<file path="src/rtl/muldiv_seq.sv">
// Iterative RV32M multiply/divide sequencer for the execute stage.
// One shared shift-add / restoring-subtract datapath, N_BITS iterations.
module muldiv_seq #(
    parameter int N_BITS = 32
) (
    input  logic              clk,
    input  logic              rst_n,
    input  logic              req_vld,
    input  logic [2:0]        req_op,
    input  logic [N_BITS-1:0] op1,
    input  logic [N_BITS-1:0] op2,
    input  logic              squash_in,
    output logic              stall_req,
    output logic              res_vld,
    output logic [N_BITS-1:0] result
);

    localparam int CW = $clog2(N_BITS) + 1;

    localparam logic [1:0] S_IDLE = 2'd0;
    localparam logic [1:0] S_BUSY = 2'd1;
    localparam logic [1:0] S_DONE = 2'd2;

    localparam logic [CW-1:0]     LAST    = CW'(N_BITS - 1);
    localparam logic [N_BITS-1:0] INT_MIN = {1'b1, {(N_BITS-1){1'b0}}};

    logic [1:0]        state;
    logic [CW-1:0]     cnt;
    logic [2:0]        op_q;
    logic [N_BITS-1:0] mag1;
    logic [N_BITS-1:0] mag2;
    logic              neg1;
    logic              neg2;
    logic              raw_q;
    logic [N_BITS-1:0] hi;
    logic [N_BITS-1:0] lo;
    logic [N_BITS-1:0] result_q;

    logic              accept;
    logic              is_div;
    logic              sgn1;
    logic              sgn2;
    logic              s1;
    logic              s2;
    logic [N_BITS-1:0] a1;
    logic [N_BITS-1:0] a2;
    logic              div_zero;
    logic              div_ovf;

    logic [N_BITS:0]   mul_sum;
    logic [N_BITS-1:0] rem_sh;
    logic [N_BITS-1:0] dif;
    logic              bw;
    logic              take;
    logic [N_BITS-1:0] nxt_hi;
    logic [N_BITS-1:0] nxt_lo;

    logic [2*N_BITS-1:0] prod_f;
    logic [N_BITS-1:0]   quo_f;
    logic [N_BITS-1:0]   rem_f;
    logic [N_BITS-1:0]   res_fix;

    // Request decode: signedness, magnitudes and divide corner cases
    always_comb begin
        accept   = (state == S_IDLE) && req_vld && !squash_in;
        is_div   = req_op[2];
        sgn1     = (req_op == 3'b001) || (req_op == 3'b010) ||
                   (req_op == 3'b100) || (req_op == 3'b110);
        sgn2     = (req_op == 3'b001) || (req_op == 3'b100) ||
                   (req_op == 3'b110);
        s1       = sgn1 && op1[N_BITS-1];
        s2       = sgn2 && op2[N_BITS-1];
        a1       = s1 ? -op1 : op1;
        a2       = s2 ? -op2 : op2;
        div_zero = is_div && (op2 == '0);
        div_ovf  = is_div && !req_op[0] &&
                   (op1 == INT_MIN) && (&op2);
    end

    // One datapath iteration: shift-add for multiply, restoring step for divide
    always_comb begin
        mul_sum   = {1'b0, hi} + (lo[0] ? {1'b0, mag1} : '0);
        rem_sh    = {hi[N_BITS-2:0], lo[N_BITS-1]};
        {bw, dif} = {1'b0, rem_sh} - {1'b0, mag2};
        // a set top bit means the shifted remainder exceeds any divisor
        take      = hi[N_BITS-1] || !bw;
        if (op_q[2]) begin
            nxt_hi = take ? dif : rem_sh;
            nxt_lo = {lo[N_BITS-2:0], take};
        end else begin
            nxt_hi = mul_sum[N_BITS:1];
            nxt_lo = {mul_sum[0], lo[N_BITS-1:1]};
        end
    end

    // Sign fix and result select from registered state
    always_comb begin
        prod_f = (neg1 ^ neg2) ? -{hi, lo} : {hi, lo};
        quo_f  = (!raw_q && (neg1 ^ neg2)) ? -lo : lo;
        rem_f  = (!raw_q && neg1) ? -hi : hi;
        case (op_q)
            3'b000:  res_fix = prod_f[N_BITS-1:0];
            3'b001,
            3'b010,
            3'b011:  res_fix = prod_f[2*N_BITS-1:N_BITS];
            3'b100,
            3'b101:  res_fix = quo_f;
            default: res_fix = rem_f;
        endcase
    end

    // Handshake outputs; result holds between valid cycles
    always_comb begin
        stall_req = accept || (state == S_BUSY);
        res_vld   = (state == S_DONE) && !squash_in;
        result    = res_vld ? res_fix : result_q;
    end

    // Sequencer FSM and operand/accumulator registers
    always_ff @(posedge clk or negedge rst_n) begin
        if (!rst_n) begin
            state    <= S_IDLE;
            cnt      <= '0;
            op_q     <= '0;
            mag1     <= '0;
            mag2     <= '0;
            neg1     <= 1'b0;
            neg2     <= 1'b0;
            raw_q    <= 1'b0;
            hi       <= '0;
            lo       <= '0;
            result_q <= '0;
        end else begin
            case (state)
                S_IDLE: begin
                    if (accept) begin
                        op_q <= req_op;
                        mag1 <= a1;
                        mag2 <= a2;
                        neg1 <= s1;
                        neg2 <= s2;
                        cnt  <= '0;
                        if (div_zero) begin
                            hi    <= op1;
                            lo    <= '1;
                            raw_q <= 1'b1;
                            state <= S_DONE;
                        end else if (div_ovf) begin
                            hi    <= '0;
                            lo    <= op1;
                            raw_q <= 1'b1;
                            state <= S_DONE;
                        end else begin
                            hi    <= '0;
                            lo    <= is_div ? a1 : a2;
                            raw_q <= 1'b0;
                            state <= S_BUSY;
                        end
                    end
                end
                S_BUSY: begin
                    if (squash_in) begin
                        state <= S_IDLE;
                    end else begin
                        hi  <= nxt_hi;
                        lo  <= nxt_lo;
                        cnt <= cnt + 1'b1;
                        if (cnt == LAST) begin
                            state <= S_DONE;
                        end
                    end
                end
                S_DONE: begin
                    if (!squash_in) begin
                        result_q <= res_fix;
                    end
                    state <= S_IDLE;
                end
                default: state <= S_IDLE;
            endcase
        end
    end

endmodule

</file>
<file path="config.mk">
export PLATFORM = sky130hd
export DESIGN_NAME = muldiv_seq
export DESIGN_NICKNAME = d
export VERILOG_FILES = /design/src/rtl/muldiv_seq.sv
export SDC_FILE = /design/constraint.sdc
export NUM_CORES = 1
export LEC_CHECK = 0
export BUFFER_PORTS_ARGS = -buffer_cell sky130_fd_sc_hd__buf_2
export CAP_MARGIN = 15
export CORE_UTILIZATION = 45
export DETAILED_ROUTE_END_ITERATION = 12
export SLEW_MARGIN = 20
export SYNTH_ARGS = -nofsm -noshare
export SYNTH_HDL_FRONTEND = slang
export SYNTH_SLANG_ARGS = --single-unit
</file>
<file path="constraint.sdc">
create_clock -name clk -period 7 [get_ports clk]
set_input_delay 0.35 -clock clk [delete_from_list [all_inputs] [get_ports clk]]
set_output_delay 0.35 -clock clk [all_outputs]
set_load 0.005 [all_outputs]
</file>
==> flow_summary.yaml <==
run_status:
  status: "finished clean"
logic_synthesis:
  avgSynthCellArea_um2: 7.58
  ys_types: 91
  synth_cells: 2188
  ys_seq_area_share_pct: 26.3
  synth-seq-cells: 174
  synth_ff_type: "dfrtp_1"
  async_reset_ff_share_pct: 100
  syn_area_um2: 16600
  ys_warn_count: 0
  synth-edff-count: 0
  synth.net_count: 2331
setup_path:
  r2r_cells: 14
  crit_family: "simple AND/OR/NAND/NOR gates"
  path_depth: 13
  slowest_delay_ns: 0.57
  timing.critical_path.mode_cell: "o21ai_0"
  critPathArrivalTime_ns: 4.43
  rrSetupSlack_ns: 2.37
  worst_setup_path_start_kind: "flop"
  crit_path_end_kind: "primary output"
  worst-path-buf-inv: 2
  worstPathRequired_ns: 6.65
  path_class: "flop to primary output"
  path_max_fanout: 12
  worstPathCellList: "inv_1, ha_1, nor3b_1, nand4_1, nor4_2, nand3b_1, nand2b_1, o21ai_0, xor2_1, o21ai_0, o22ai_1, o21ai_0, buf_2"
  cp_slowest_cell: "dfrtp_1"
sta:
  timing.setup.tns_ns: 0
  finalCritPeriodShare_pct: 68.3
  fin_crit_ns: 4.78
  finalWorstSetupSlack_ns: 2.22
  setup_viol: 0
  slew_viol_final: 0
  clock_skew_ns: 0.0146
  hold_violations: 0
  maxSlewHeadroom_pct: 28.7
  worstMarginPinSlew_ns: 1.07
  rsz0062_at_grt: "no"
  fmax_ghz: 0.209
power_and_ir_drop:
  power_density_nw_per_um2: 410
  swShare_pct: 50.5
  p_comb_share_pct: 59.7
  power.share.sequential_pct: 27.2
  clkPwrFrac_pct: 13.0
  switchingPower_w: 0.00369
  p_leak_nw: 7.65
  ir_drop_mv: 0.202
  intPower_w: 0.00361
global_route:
  grt_max_degree: 115
  grt_pass1_vias: 15700
  grt_pass1_wl_um: 94900
  track_usage_pct: 32.6
  antenna_found_initial: 6
  gr-total-overflow: 0
routing:
  ant_nets: 0
  vias: 16400
  post-route-drc-count: 0
  vias_per_cell: 6.21
  drtIter0Drc: 1574
  drtPass1Iterations: 6
  wirelength_um: 61300
  detail_route.wl_per_cell_um: 23.2
clock_network:
  cts.sinks: 174
  cts_root_buf: "clkbuf_16"
  h-tree-depth: 4
  post_cts_buffers: 0
  cts_made_buffers: 17
  clkTransAtPathRegs_ns: 0.08
  cts_resized: 0
  clk_latency_ns: 0.47
  cts.path.max_buffers: 2
  cts_tree: "done"
finish:
  final_area_um2: 17800
  area_growth_pct: 7.49
  drive_above_1_share_pct: 11.5
  nNetsFinal: 2312
floorplan:
  die_height_um: 194
  start_util_pct: 46.2
  row_count: 69
  dieArea_um2: 37600
  core-area_um2: 35900
  io-pin-count: 105
  die_width_um: 194
place:
  dpl-instance-area_um2: 17200
  finalWeightedCongestion: 0.971
  hpwl_um: 45500
  port_buffers: 104
  preCtsSetupSlack_ns: 2.44
job:
  cap_violations: 0
hold_path:
  holdCritPathClass: "input port to flop"
  holdPathStages: 3
per-layer routing:
| layer | share of wire [%] | track usage [%] |
|---|---|---|
| met1 | 45 | 45.8 |
| met2 | 44 | 50.6 |
| met3 | 8.4 | 6.16 |
| met4 | 2.6 | 10.1 |
| met5 | 0 | 0 |
logic make-up (layout without fill, tap and decap cells):
| family | after synthesis | in the layout | share of synthesized area [%] |
|---|---|---|---|
| and+or+nand+nor | 728 | 728 | 21.3 |
| other | 0 | 2 | 0 |
| muxes | 70 | 70 | 4.53 |
| xor gates and xnor gates | 209 | 209 | 11.0 |
| buffers and inverters | 233 | 227 | 5.61 |
| adders and majority gates | 72 | 72 | 5.52 |
| AOI/OAI and AO/OA | 702 | 702 | 25.7 |
| DFF | 174 | 174 | 26.3 |
placed cells by master, fill, tap and decap left out, types with 39 or more instances in the layout:
cell,instances
o21ai_0,266
dfrtp_1,173
nand2_1,251
a21oi_1,170
xnor2_1,113
inv_1,61
xor2_1,95
ha_1,70
nor3_1,52
nor2_1,180
buf_2,103
and2_1,43
mux2_2,39
registers in the layout, summed over array words and instances, names as in the netlist:
| register | count |
|---|---|
| neg1 | 1 |
| neg2 | 1 |
| lo | 32 |
| state | 2 |
| hi | 32 |
| raw_q | 1 |
| cnt | 6 |
| mag1 | 32 |
| op_q | 3 |
| mag2 | 32 |
| result_q | 32 |
synthesized netlist by cell type, types with 10 or more instances:
library cell	instances	area, um^2
and2_1	43	269
nand3_1	30	150
a21oi_1	170	851
a21o_1	30	225
mux2_2	39	439
o211ai_1	15	113
inv_1	61	229
a22oi_1	15	113
and3_1	11	68.8
xnor2_1	114	998
nand2b_1	19	119
nor4_1	17	106
clkbuf_1	143	537
o21ai_0	266	1330
dfrtp_1	174	4350
xor2_1	95	832
o22ai_1	17	106
o21bai_1	11	82.6
or3_1	18	113
nand4_1	19	119
a31oi_1	19	119
o21ai_1	12	60.1
o31ai_1	19	143
nor2_1	182	683
nor3_1	52	260
a211oi_1	30	225
o21a_1	13	97.6
o221ai_1	19	166
buf_2	11	55.1
ha_1	70	876
mux2i_1	30	300
or4_1	10	75.1
a221oi_1	11	96.3
nand2_1	253	950
nor2b_1	21	131
power groups by stage:
| stage | registers, W | logic [W] | clock network, W |
|---|---|---|---|
| CTS | 0.00196 | 0.00429 | 0.000971 |
| global route | 0.00203 | 0.00483 | 0.00100 |
| detailed placement | 0.00198 | 0.00427 | 0 |
| floorplan | 0.00152 | 0.00351 | 0 |
| finish | 0.00199 | 0.00436 | 0.000952 |
| global placement | 0.00196 | 0.00425 | 0 |
path summary, 6_finish.rpt:
kind / from / end
max in group asynchronous: rst_n / mag1[20]$_DFFE_PN0P_
hold reg to reg: mag2[22]$_DFFE_PN0P_ / mag2[22]$_DFFE_PN0P_
min in group asynchronous: rst_n / result_q[1]$_DFFE_PN0P_
setup reg to reg: lo[31]$_DFFE_PN0P_ / hi[1]$_DFFE_PN0P_
hold / removal: op1[30] / hi[30]$_DFFE_PN0P_
setup / recovery: lo[0]$_DFFE_PN0P_ / result[28]
cell type report:
type	count	area [um^2]
Multi-Input combinational cell	1781	11300
Tap cell	461	577
Clock buffer	19	453
Inverter	62	233
Antenna cell	2	5.00
Fill cell	3605	18100
Sequential cell	174	4360
Timing Repair Buffer	133	753
Clock inverter	13	103
worst reg2reg max path: stages (launching register included):
cell,delay [ns]
dfrtp_1,0.43
inv_1,0.10
ha_1,0.22
fa_1,0.40
nand2b_1,0.21
a21oi_2,0.20
o2111ai_1,0.25
a211oi_2,0.50
a31oi_2,0.28
o21ai_4,0.73
buf_4,0.40
mux2_2,0.37
a211oi_1,0.24
nor3_1,0.08
a21oi_1,0.15
metrics by stage:
stage	std cells	hold slack (ns)	total power, W	util, %
floorplan	2188	0.0544	0.00503	-
global route	2644	0.218	0.00786	49.6
detailed placement	2609	0.459	0.00624	48.0
finish	2645	0.191	0.00730	49.6
global placement	2609	0.457	0.00621	48.0
CTS	2642	0.178	0.00722	49.6
timing repair:
item                                   4_1_cts  5_1_grt
setup endpoints to repair                    0        0
hold buffers                                 1        0
endpoints found under the hold margin        7        0
Power figures use the tool's default switching activity.
